===== src/rtl/puneh_arb_pkg.sv =====
// Shared types for the PUNEH memory arbiter: FSM states, requester
// identities and the read-latency counter width.
package puneh_arb_pkg;

  typedef enum logic [1:0] {
    IDLE,
    ACCESS,
    WAIT,
    RESP
  } arb_state_t;

  typedef enum logic {
    CPU,
    EXT
  } owner_t;

  // Holds MEM_LAT-1, so MEM_LAT may range 1..7.
  localparam int unsigned CNT_W = 3;

endpackage


===== src/rtl/mem_arb_pick.sv =====
// Combinational requester selection for mem_arbiter.
// PUNEH_ARB_RR_EN defined  : a tie goes to the requester that is not last_owner.
// PUNEH_ARB_RR_EN undefined: fixed priority, the CPU wins every tie.
module mem_arb_pick
  import puneh_arb_pkg::*;
(
  input  logic   cpu_req,
  input  logic   ext_req,
  input  owner_t last_owner,
  output owner_t winner,
  output logic   valid
);

  // A lone requester always wins; only a tie consults the policy.
  always_comb begin
    valid  = cpu_req | ext_req;
    winner = CPU;
    if (cpu_req && ext_req) begin
`ifdef PUNEH_ARB_RR_EN
      winner = (last_owner == CPU) ? EXT : CPU;
`else
      winner = CPU;
`endif
    end else if (ext_req) begin
      winner = EXT;
    end
  end

`ifndef PUNEH_ARB_RR_EN
  // Fixed priority never looks at the previous owner.
  logic unused_last_owner;
  assign unused_last_owner = (last_owner == EXT);
`endif

endmodule


===== src/rtl/mem_arbiter.sv =====
// Two-port arbiter in front of the PUNEH single-port memory.
// One transaction at a time: IDLE (arbitrate and capture) -> ACCESS (one
// strobe) -> [WAIT for read latency] -> RESP (ack to owner) -> IDLE.
// Tie-break policy is selected by the PUNEH_ARB_RR_EN macro (see mem_arb_pick).
module mem_arbiter
  import puneh_arb_pkg::*;
#(
  parameter int unsigned ADDR_W  = 16,
  parameter int unsigned DATA_W  = 16,
  parameter int unsigned MEM_LAT = 1
) (
  input  logic              clk,
  input  logic              rst,
  input  logic              cpu_req,
  input  logic              cpu_wr,
  input  logic [ADDR_W-1:0] cpu_addr,
  input  logic [DATA_W-1:0] cpu_wdata,
  output logic              cpu_ack,
  input  logic              ext_req,
  input  logic              ext_wr,
  input  logic [ADDR_W-1:0] ext_addr,
  input  logic [DATA_W-1:0] ext_wdata,
  output logic              ext_ack,
  output logic [DATA_W-1:0] rdata,
  output logic [ADDR_W-1:0] mem_addr,
  output logic [DATA_W-1:0] mem_wdata,
  output logic              mem_read,
  output logic              mem_write,
  input  logic [DATA_W-1:0] mem_rdata,
  output logic              busy
);

  arb_state_t        state_q, state_d;
  owner_t            owner_q, owner_d;
  owner_t            last_owner_q, last_owner_d;
  logic              wr_q, wr_d;
  logic [ADDR_W-1:0] addr_q, addr_d;
  logic [DATA_W-1:0] wdata_q, wdata_d;
  logic [CNT_W-1:0]  cnt_q, cnt_d;
  logic [DATA_W-1:0] rdata_q, rdata_d;

  owner_t pick_winner;
  logic   pick_valid;

  mem_arb_pick u_pick (
    .cpu_req   (cpu_req),
    .ext_req   (ext_req),
    .last_owner(last_owner_q),
    .winner    (pick_winner),
    .valid     (pick_valid)
  );

  // Next state, request capture, latency countdown and read-data capture.
  always_comb begin
    state_d      = state_q;
    owner_d      = owner_q;
    last_owner_d = last_owner_q;
    wr_d         = wr_q;
    addr_d       = addr_q;
    wdata_d      = wdata_q;
    cnt_d        = cnt_q;
    rdata_d      = rdata_q;
    unique case (state_q)
      IDLE: begin
        if (pick_valid) begin
          owner_d = pick_winner;
          if (pick_winner == CPU) begin
            wr_d    = cpu_wr;
            addr_d  = cpu_addr;
            wdata_d = cpu_wdata;
          end else begin
            wr_d    = ext_wr;
            addr_d  = ext_addr;
            wdata_d = ext_wdata;
          end
          state_d = ACCESS;
        end
      end
      ACCESS: begin
        if (wr_q) begin
          state_d = RESP;
        end else begin
          cnt_d   = CNT_W'(MEM_LAT - 1);
          state_d = WAIT;
        end
      end
      WAIT: begin
        if (cnt_q == '0) begin
          rdata_d = mem_rdata;
          state_d = RESP;
        end else begin
          cnt_d = cnt_q - CNT_W'(1);
        end
      end
      RESP: begin
        last_owner_d = owner_q;
        state_d      = IDLE;
      end
      default: state_d = IDLE;
    endcase
  end

  // State and capture registers; reset aborts any transaction in flight.
  always_ff @(posedge clk or negedge rst) begin
    if (!rst) begin
      state_q      <= IDLE;
      owner_q      <= CPU;
      last_owner_q <= EXT;
      wr_q         <= 1'b0;
      addr_q       <= '0;
      wdata_q      <= '0;
      cnt_q        <= '0;
      rdata_q      <= '0;
    end else begin
      state_q      <= state_d;
      owner_q      <= owner_d;
      last_owner_q <= last_owner_d;
      wr_q         <= wr_d;
      addr_q       <= addr_d;
      wdata_q      <= wdata_d;
      cnt_q        <= cnt_d;
      rdata_q      <= rdata_d;
    end
  end

  // Address and write data come straight from the capture registers so they
  // hold steady outside ACCESS; strobes and acks decode the state alone.
  assign mem_addr  = addr_q;
  assign mem_wdata = wdata_q;
  assign mem_write = (state_q == ACCESS) &&  wr_q;
  assign mem_read  = (state_q == ACCESS) && !wr_q;
  assign cpu_ack   = (state_q == RESP) && (owner_q == CPU);
  assign ext_ack   = (state_q == RESP) && (owner_q == EXT);
  assign busy      = (state_q != IDLE);
  assign rdata     = rdata_q;

endmodule


===== config.mk =====
export PLATFORM = sky130hd
export DESIGN_NAME = mem_arbiter
export DESIGN_NICKNAME = d
export VERILOG_FILES = /design/src/rtl/puneh_arb_pkg.sv /design/src/rtl/mem_arb_pick.sv /design/src/rtl/mem_arbiter.sv
export SDC_FILE = /design/constraint.sdc
export NUM_CORES = 1
export LEC_CHECK = 0
export CAP_MARGIN = 20
export CORE_MARGIN = 1.5
export CORE_UTILIZATION = 40
export DETAILED_ROUTE_END_ITERATION = 7
export PLACE_DENSITY_LB_ADDON = 0.3
export SLEW_MARGIN = 20
export SYNTH_ARGS = -nofsm -noshare
export SYNTH_HDL_FRONTEND = slang
export SYNTH_SLANG_ARGS = --single-unit

===== constraint.sdc =====
create_clock -name clk -period 4.2 [get_ports clk]
set_clock_uncertainty 0.1 [all_clocks]
set_input_delay 0.84 -clock clk [delete_from_list [all_inputs] [get_ports clk]]
set_output_delay 0.84 -clock clk [all_outputs]
set_load 0.05 [all_outputs]

# == After elaboration in Yosys (flattened, before gate mapping) ==
# Index checks and enable logic that the tools add are counted.
# Widths: inputs -> output; s select.
# op_classes
reduce_logical,14
n_eq_ne,7
n_mux,12
n_addsub,1
bitwise,2
# op_table
cell,n
$mux 16,2
$ne 2x2->1 const B,4
$pmux 2 s4,1
$mux 3,2
$pmux 3 s2,1
$reduce_and 2->1,3
$logic_and 1x1->1,5
$eq 2x2->1 const B,2
$mux 1,4
$mux 2,2
$reduce_bool 2->1,2
$logic_not 3->1,1
$reduce_and 3->1,1
$sub 3x1->3 const B,1
$eq 2x1->1 const B,1
$logic_not 2->1,1
$logic_not 1->1,1
$not 1->1,1
$or 1x1->1,1
# word_totals
register_bits,55
wordCells,43
inputBits,86
out_inout_bits,53

# == Depth between registers and ports, before layout ==
# depth
depth_word,3
ltp_mapped,7
depth_no_buf,5

# == By module ==
# A second synthesis with hierarchy kept.
# unflattened
hier_cells,230
area_unflattened_um2,2657.5
# by_module_without_submodules
module,cells_per_inst,seq_area_each_um2,area_each_um2,instances
mem_arbiter,228,1402.6,2645.0,1
mem_arb_pick,2,0.0,12.5,1

# == Worst setup path after synthesis ==
# Ideal clock, no wire load.
# synth_timing
path_type,reg2out
startpoint,register state_q[1]
endpoint,output mem_read
path_slack_ps,1886
arrival_ps,1374
path_buffers,0
t_required_ps,3260
stages_incl_launch_ff,4
path_cell_list,dfrtp_1 > inv_1 > ha_1 > nor2b_1
# synth_via
elab_chain_cells,2
# synth_lines
element,line,rtl
start: declaration,mem_arbiter.sv:33,"arb_state_t state_q, state_d;"
start signal: assignment,mem_arbiter.sv:115,state_q <= state_d;
$eq 2x1->1,mem_arbiter.sv:131,assign mem_read = (state_q == ACCESS) && !wr_q;
$logic_and 1x1->1,mem_arbiter.sv:131,
end: declaration,mem_arbiter.sv:27,"output logic mem_read,"
# No other way between the ends.

# == Final worst setup path ==
# layout_timing
startpoint,register state_q[1]
endpoint,output mem_write
# layout_via
elab_chain_cells,2
# layout_lines
element,line,rtl
$eq 2x1->1,mem_arbiter.sv:130,assign mem_write = (state_q == ACCESS) && wr_q;
$logic_and 1x1->1,mem_arbiter.sv:130,
end: declaration,mem_arbiter.sv:28,"output logic mem_write,"
# No other way between the ends.

==> results.json <==
{
  "h-tree-depth": 2,
  "post_dp_cell_area_um2": 4050,
  "period_needed_ns": 3.09,
  "setup_viol": 0,
  "hold_viol": 0,
  "syn_area_um2": 2640,
  "post_cts_buffers": 0,
  "hold_buffers": 0,
  "fin_nets": 457,
  "drtAntennaViolNets": 0,
  "numCtsBuffers": 5,
  "path_cells": "inv_1 > ha_1 > and2_1 > clkdlybuf4s50_1",
  "rows": 29,
  "dieArea_um2": 7080,
  "clockBufferDepth": 2,
  "cp-start-kind": "flip-flop",
  "post_cts_resized": 0,
  "final_design_area_no_fill_um2": 4150,
  "cp-end-kind": "primary output",
  "drtIter0Drc": 43,
  "worst_pin_slew_ns": 0.741,
  "maxSlewHeadroom": 0.504,
  "dr.pass1.iters": 4,
  "drv_slew": 0,
  "yosysWarnings": 0,
  "portBuffers": 138,
  "max_cap_viol_count": 0,
  "p_int_mw": 1.67,
  "top_usage_layer": "met2",
  "syn_nets": 321,
  "drc_errors": 0,
  "grt_use_met3": 0.0659,
  "synth_cells": 228,
  "status": "completed",
  "dieWidth_um": 84.2,
  "sw_frac_of_total": 0.491,
  "via_per_inst": 4.77,
  "layout.cells.non_filler": 442,
  "drive_gt1_frac": 0.0740,
  "io_pins": 139,
  "layout_setup_ws_ns": 1.11,
  "syn_to_final_growth_pct": 57.4,
  "path_buf_inv": 2,
  "syn_area_per_cell_um2": 11.6,
  "use_met1": 0.235,
  "antenna_found_initial": 0,
  "max_stage_delay_ns": 0.85,
  "track_usage": 0.181,
  "wl_per_cell_um": 14.0,
  "combPwrFrac": 0.628,
  "dp_hpwl_mm": 4.90,
  "pwr-share-clk": 0.092,
  "clkTransAtPathRegs_ns": 0.09,
  "grt_overflow": 0,
  "worst_skew_pair.late_latency_ns": 0.30,
  "rsz0062_at_grt": "no",
  "grt_pass1_vias": 2156,
  "ys_seq_area_frac": 0.522,
  "post-route-period-util": 0.736,
  "critPathSlowestCell": "clkdlybuf4s50_1",
  "whs_ns": 0.380,
  "worstPathRequired_ns": 3.26,
  "critPathKind": "reg2out",
  "die_h_um": 84.2,
  "clock_sinks": 55,
  "synth.ff_latch_count": 55,
  "start_util": 0.415,
  "p_per_area_nw_per_um2": 790,
  "cts_tree": "built",
  "p_total_mw": 3.28,
  "wirelength_mm": 6.20,
  "p_seq_frac": 0.281,
  "place_congestion": 0.737,
  "vias": 2110,
  "tns_ns": 0,
  "crit_family": "buffers and inverters",
  "worstPathMaxFanout": 7,
  "use_met2": 0.293,
  "core_area_um2": 6350,
  "peakVddDrop_v": 0.000559,
  "clock.fmax_mhz": 324,
  "p_leak_nw": 1.79,
  "synth.distinct_cells": 28,
  "postLayoutCoreUtil": 0.653,
  "grt_start_max_net_pins": 36,
  "p_switching_mw": 1.61,
  "antennaDiodeCount": 0,
  "worstPathArrival_ns": 2.15,
  "clockRootBuffer": "clkbuf_8",
  "place_ws_ns": 1.20,
  "dp.cells": 434,
  "grt_pass1_wl_mm": 10.4,
  "worstHoldPathType": "in2async"
}
==> Yosys cell counts <==
cell       count  area share
nor2b_4        1      0.0052
nand2_4        1      0.0043
mux2_1         7       0.030
o221ai_1       1      0.0033
a22oi_1        1      0.0029
a21oi_1        2      0.0038
a2bb2oi_1      1      0.0033
ha_1           7       0.033
dfrtp_1       55        0.52
clkbuf_1       3      0.0043
a221oi_1       1      0.0033
nor3_1         1      0.0019
o21ai_0        6       0.011
o21ai_1       31       0.059
inv_1          6      0.0085
buf_2          6       0.011
buf_6          2      0.0085
nand3_1        3      0.0057
nand2_1       34       0.048
o311ai_1       2      0.0066
mux2i_1       33        0.13
nand2b_1       2      0.0047
buf_8          3       0.017
nor2_1         4      0.0057
nor2b_2        1      0.0033
and2_1         2      0.0047
nor2b_1        2      0.0047
mux2_4        10       0.057
==> power groups by stage <==
stage	registers, mW	clock network, mW	logic (mW)
global placement	0.920	0	2.05
detailed placement	0.927	0	2.08
finish	0.920	0.301	2.06
global route	0.957	0.331	2.17
CTS	0.922	0.310	2.08
floorplan	1.71	0	0.592
==> logic make-up after synthesis <==
family | synth area share
AO/OA/AOI/OAI | 0.0935
adder cells (fa/ha/maj) | 0.0332
buffers and inverters | 0.0499
flip-flops | 0.522
multiplexers | 0.212
AND/OR/NAND/NOR | 0.0888
==> sequential cells by signal, summed over array words and instances (netlist names) <==
register / cells
cnt_q: 3
mem_addr: 16
mem_wdata: 16
owner_q: 1
rdata: 16
state_q: 2
wr_q: 1
==> worst reg2reg max path: cells and delay by family (launching register included) <==
family,cells,cell delay (ns)
AO/OA/AOI/OAI,2,0.45
adder cells (fa/ha/maj),1,0.31
buffers and inverters,2,0.50
flip-flops,1,0.41
==> path summary, 6_finish.rpt <==
path,from,endpoint,slack [ns],depth (start not counted)
setup / recovery,state_q[1],mem_write,1.11,4
hold / removal,rst,owner_q,0.38,1
setup reg to reg,state_q[0],mem_addr[12],2.32,5
hold reg to reg,mem_addr[1],mem_addr[1],0.39,2
max in group asynchronous,rst,mem_addr[5],2.80,2
min in group clk,mem_addr[1],mem_addr[1],0.39,2
==> routing by layer <==
layer	wire, µm	vias up	share of wire
met5	0	-	0
met4	55	0	0.0089
met3	625	7	0.10
met2	2810	95	0.45
met1	2710	954	0.44
li1	-	1054	-
==> layout by cell type, fill, tap and decap left out <==
master           instances
clkdlybuf4s50_1        137
dfrtp_1                 55
nand2_1                 34
mux2i_1                 33
o21ai_1                 30
mux2_4                  10
mux2_1                   7
ha_1                     7
inv_1                    6
o21ai_0                  6
clkbuf_8                 6
buf_4                    5
nor2_1                   4
nand3_1                  3
and2_1                   2
nor2b_1                  2
nor2b_4                  2
nand2b_1                 2
a21oi_1                  2
o311ai_1                 2
nand2_4                  1
o21ai_4                  1
a22oi_1                  1
o221ai_1                 1
a221oi_1                 1
nor3_1                   1
a2bb2oi_1                1
clkinv_4                 1
clkbuf_1                 1
buf_2                    1
==> final cells by class <==
| class | count | area, µm² |
|---|---|---|
| well taps | 77 | 96.3 |
| repair buffers | 143 | 1410 |
| fillers | 533 | 2200 |
| clock buffers | 7 | 86.3 |
| flip-flops and latches | 55 | 1380 |
| inverters | 6 | 22.5 |
| multi-input cells | 153 | 1140 |
| clock inverters | 1 | 8.76 |
(Power assumes the default switching activity.)
